### config.mk
export PLATFORM = sky130hd
export DESIGN_NAME = interp_linear_ds_feed
export DESIGN_NICKNAME = d
export VERILOG_FILES = /design/src/rtl/interp_linear_ds_feed.sv
export SDC_FILE = /design/constraint.sdc
export NUM_CORES = 1
export LEC_CHECK = 0
export BUFFER_PORTS_ARGS = -buffer_cell sky130_fd_sc_hd__buf_2
export CAP_MARGIN = 30
export CORE_ASPECT_RATIO = 1.1
export CORE_MARGIN = 3
export CORE_UTILIZATION = 30
export CTS_BUF_LIST = sky130_fd_sc_hd__clkbuf_4 sky130_fd_sc_hd__clkbuf_8
export DETAILED_ROUTE_END_ITERATION = 10
export GPL_ROUTABILITY_DRIVEN = 0
export GPL_TIMING_DRIVEN = 0
export SLEW_MARGIN = 20
export SYNTH_ARGS = -nofsm -noshare
export SYNTH_HDL_FRONTEND = slang
export SYNTH_SLANG_ARGS = --single-unit
### constraint.sdc
create_clock -name clk -period 4.5 [get_ports clk]
set_input_delay 0 -clock clk [delete_from_list [all_inputs] [get_ports clk]]
set_output_delay 0 -clock clk [all_outputs]
set_load 0.005 [all_outputs]
### src/rtl/interp_linear_ds_feed.sv
// rtl/interp_linear_ds_feed.sv - linear interpolator feeding the delta-sigma modulator; optional macro INTERP_UNDERRUN_CNT_EN adds underrun_cnt
module interp_linear_ds_feed #(
  parameter int DATA_W     = 14,
  parameter int LOG2_RATIO = 4
) (
  input  logic              clk,
  input  logic              reset_n,
  input  logic              in_valid,
  output logic              in_ready,
  input  logic [DATA_W-1:0] data_in,
  output logic              out_valid,
  output logic [DATA_W-1:0] data_out,
  output logic              underrun
`ifdef INTERP_UNDERRUN_CNT_EN
  ,
  output logic [15:0]       underrun_cnt
`endif
);

  localparam int ACC_W   = DATA_W + LOG2_RATIO + 1;
  localparam int DELTA_W = DATA_W + 1;
  localparam logic [LOG2_RATIO-1:0] PHASE_LAST = '1;

  localparam logic [1:0] ST_EMPTY = 2'd0;
  localparam logic [1:0] ST_RUN   = 2'd1;
  localparam logic [1:0] ST_HOLD  = 2'd2;

  logic [1:0]                state;
  logic                      hold_valid;
  logic signed [DATA_W-1:0]  hold_data;
  logic signed [DATA_W-1:0]  prev;
  logic signed [DATA_W-1:0]  cur;
  logic signed [ACC_W-1:0]   acc;
  logic [LOG2_RATIO-1:0]     phase;

  logic signed [DELTA_W-1:0] delta;
  logic signed [ACC_W-1:0]   delta_ext;
  logic signed [ACC_W-1:0]   hold_scaled;
  logic signed [ACC_W-1:0]   cur_scaled;
  logic                      unused_acc_msb;

  // Slope of the current period; zero whenever prev and cur coincide (first period, hold)
  assign delta       = {cur[DATA_W-1], cur} - {prev[DATA_W-1], prev};
  assign delta_ext   = {{LOG2_RATIO{delta[DELTA_W-1]}}, delta};
  assign hold_scaled = {hold_data[DATA_W-1], hold_data, {LOG2_RATIO{1'b0}}};
  assign cur_scaled  = {cur[DATA_W-1], cur, {LOG2_RATIO{1'b0}}};

  // The acc sign bit only guards the intermediate sum; the output slice never needs it
  assign unused_acc_msb = acc[ACC_W-1];

  assign in_ready  = !hold_valid;
  assign out_valid = (state != ST_EMPTY);
  assign data_out  = (state == ST_EMPTY) ? '0 : acc[LOG2_RATIO +: DATA_W];

  // Input buffer, ramp accumulator and period sequencing
  always_ff @(posedge clk) begin
    if (!reset_n) begin
      state      <= ST_EMPTY;
      hold_valid <= 1'b0;
      hold_data  <= '0;
      prev       <= '0;
      cur        <= '0;
      acc        <= '0;
      phase      <= '0;
      underrun   <= 1'b0;
    end else begin
      underrun <= 1'b0;
      if (in_valid && in_ready) begin
        hold_data  <= data_in;
        hold_valid <= 1'b1;
      end
      case (state)
        ST_EMPTY: begin
          if (hold_valid) begin
            prev       <= hold_data;
            cur        <= hold_data;
            acc        <= hold_scaled;
            phase      <= '0;
            hold_valid <= 1'b0;
            state      <= ST_RUN;
          end
        end
        ST_RUN: begin
          phase <= phase + 1'b1;
          acc   <= acc + delta_ext;
          if (phase == PHASE_LAST) begin
            acc  <= cur_scaled;
            prev <= cur;
            if (hold_valid) begin
              cur        <= hold_data;
              phase      <= '0;
              hold_valid <= 1'b0;
            end else begin
              underrun <= 1'b1;
              state    <= ST_HOLD;
            end
          end
        end
        ST_HOLD: begin
          if (hold_valid) begin
            prev       <= cur;
            cur        <= hold_data;
            acc        <= cur_scaled;
            phase      <= '0;
            hold_valid <= 1'b0;
            state      <= ST_RUN;
          end
        end
        default: state <= ST_EMPTY;
      endcase
    end
  end

`ifdef INTERP_UNDERRUN_CNT_EN
  // Saturating tally of periods that ended with nothing buffered
  always_ff @(posedge clk) begin
    if (!reset_n) begin
      underrun_cnt <= '0;
    end else if ((state == ST_RUN) && (phase == PHASE_LAST) && !hold_valid &&
                 (underrun_cnt != 16'hFFFF)) begin
      underrun_cnt <= underrun_cnt + 16'd1;
    end
  end
`endif

endmodule
==> impl_metrics.yaml <==
drt:
  route.detailed.drc: 0
  wl_per_cell_um: 14.5
  antenna_left: 0
  dr.pass1.iters: 5
  drtIter0Drc: 269
  vias_per_cell: 4.79
  num_vias: 4002
  drt_wl_total_um: 12100
final_layout:
  nFillCells: 1579
  final_area_sq_mm: 0.00533
  fin_nets: 697
  final_cell_mix: "71 x inv_1, 71 x nor2_1, 69 x a21oi_1"
  diodes: 0
  syn2layout_area_growth_pct: 17.0
  drive_gt1_share_pct: 11.3
synthesis:
  async_flop_share_pct: 0
  synthDistinctLibCells: 62
  synth_flop_cell: "dfxtp_1"
  synthTopCellsByArea: "dfxtp_1 30%, a21oi_1 7.6%, fa_1 7.5%"
  synth_warnings: 0
  synth_edf_count: 0
  syn_area_per_cell_sq_um: 7.85
  synth_top_area_share_pct: 29.9
  synth_top_cell_by_area: "dfxtp_1"
  netlist_area_sq_mm: 0.00455
  netlist_instances: 580
  synth-seq-area-share_pct: 29.9
  ys_ff_latch: 68
  synth_nets: 638
worst_setup_path:
  r2r_start: "cur[1]$_SDFFE_PN0P_"
  critPathKind: "register to register"
  worstPathMaxFanout: 4
  crit_required_ns: 4.75
  setup.worst_path.end: "acc[14]$_SDFFE_PN0P_"
  end_kind: "register"
  regToRegSetupSlack_ns: 1.34
  worstSetupStartpointType: "register"
  startpoint: "cur[1]$_SDFFE_PN0P_"
  rr_worst_depth: 10
  crit_arrival_ns: 3.40
  r2r-end: "acc[14]$_SDFFE_PN0P_"
sta:
  max_clock_freq_mhz: 317
  grt_setup_unrepaired: "no"
  clock_skew_ns: 0.0110
  hold_violations: 0
  slew_violations: 0
  tns_ns: 0
  final.period_utilization_pct: 70.1
  whs_ns: 0.0528
  fin_crit_ns: 3.16
  setup_viol: 0
  setup_slack_ns: 1.34
  relSlewSlack_pct: 51.0
  worstMarginPinSlew_ns: 0.735
floorplanning:
  io_pins: 34
  die_h_um: 135
  start_util_pct: 31.1
  rows: 46
  die_x_um: 123
  die_area_sq_mm: 0.0167
  coreArea_sq_mm: 0.0146
clocking:
  clkTransAtPathRegs_ns: 0.07
  ctsResizeCount: 0
  cts_sinks: 68
  ctsHtreeMaxLevel: 3
  cts_tree: "built"
  clk_latency_ns: 0.36
  cts_buffers: 9
  clk_path_buf_depth: 2
  root_buffer: "clkbuf_8"
global_routing:
  first_global_vias: 3849
  antenna_found_initial: 0
  grt_max_degree: 12
  grt_overflow: 0
  grt_pass1_wl_um: 20000
  track_usage_pct: 15.3
place:
  dp_slack_ns: 1.36
  post-dp-hpwl_um: 9850
  place_area_sq_mm: 0.00496
  port-buffer-count: 33
run:
  drv_cap: 0
power_and_ir_drop:
  leakage_nw: 2.21
  p_per_area_mw_per_mm2: 435
  power.total_w: 0.00232
  vdd_drop_max_uv: 145
run_status:
  outcome: "complete, no violations"
worst_hold_path:
  hold_class: "input port to register"
-- cells in the mapped netlist (2+ instances only) --
library cell,count
or3_1,2
a31oi_1,2
nor2b_1,23
a41oi_1,3
nand4b_1,4
nand4_1,3
a211o_1,2
ha_1,24
o21bai_1,2
fa_1,17
buf_2,5
dfxtp_1,68
a211oi_1,22
inv_1,71
a21boi_0,9
nand3_1,10
a221oi_1,5
a21oi_1,69
a22oi_1,4
nor2_1,71
a21o_1,6
nand2_1,53
clkbuf_1,23
xor2_1,5
xnor2_1,9
a221o_1,4
o211ai_1,5
and3_1,3
buf_6,2
o22ai_1,2
o21ai_0,15
nand2b_1,3
nor3_1,5
-- per-stage QoR --
| stage | cells | util (%) |
|---|---|---|
| CTS | 836 | 36.4 |
| finish | 836 | 36.4 |
| floorplan | 580 | - |
| global route | 836 | 36.4 |
| global placement | 805 | 33.9 |
| detailed placement | 805 | 33.9 |
-- where the power goes --
part	total, W	switching [W]	internal [W]
clock network	0.000567	0.000237	0.000331
logic	0.00104	0.000613	0.000425
registers	0.000710	0.0000504	0.000659
-- state kept, by name (all words and copies together), names as in the netlist --
register and count:
acc 18, cur 14, hold_data 14, hold_valid 1, phase 4, prev 14, state 2, underrun 1
-- layer usage --
metal	GRT usage (%)	share of wire [%]	up-vias
met3	2.01	4.8	12
met1	21.4	48	1798
met5	0	0	-
li1	-	-	2082
met4	5.11	1.5	0
met2	24.4	45	110
-- worst min path at each step --
stage,from,to,slack (ns),cells after the start
after floorplan,data_in[0],hold_data[0]$_SDFFE_PN0P_,0.14,2
after global placement,data_in[3],hold_data[3]$_SDFFE_PN0P_,0.25,3
after detailed placement,data_in[2],hold_data[2]$_SDFFE_PN0P_,0.25,3
after CTS,reset_n,acc[16]$_SDFFE_PN0P_,0.04,3
after global routing,reset_n,acc[16]$_SDFFE_PN0P_,0.06,3
final,reset_n,acc[16]$_SDFFE_PN0P_,0.05,3
-- logic make-up after synthesis --
family / after synthesis / share of synthesized area [%]
buffers and inverters: 104 / 9.13
DFF: 68 / 29.9
muxes: 2 / 0.467
adders and majority gates: 41 / 14.1
xor gates and xnor gates: 14 / 2.69
AOI/OAI and AO/OA: 165 / 24.6
and+or+nand+nor: 186 / 19.1
-- critical path: stages, from the launching register on --
cell      delay, ns
dfxtp_1        0.38
inv_1          0.10
fa_1           0.50
inv_1          0.06
fa_1           0.49
a211oi_1       0.47
o21ai_2        0.18
a221oi_4       0.32
o21bai_1       0.13
xor2_1         0.17
o211a_1        0.23
-- area by class of cell --
cell class	count	area [sq um]	share of cell area, %
multi-input combinational	408	2780	52.1
sequential	68	1360	25.6
timing repair buffer	48	315	5.92
inverter	72	270	5.07
tap	192	240	4.51
clock buffer	11	145	2.72
buffer	32	145	2.72
clock inverter	5	75.1	1.41
-- what timing repair did --
item | in CTS | in global routing
buffers inserted | 0 | 0
endpoints found under the hold margin | 15 | 0
setup endpoints to repair | 0 | 0
hold buffers | 15 | 0
Power figures use the tool's default switching activity.
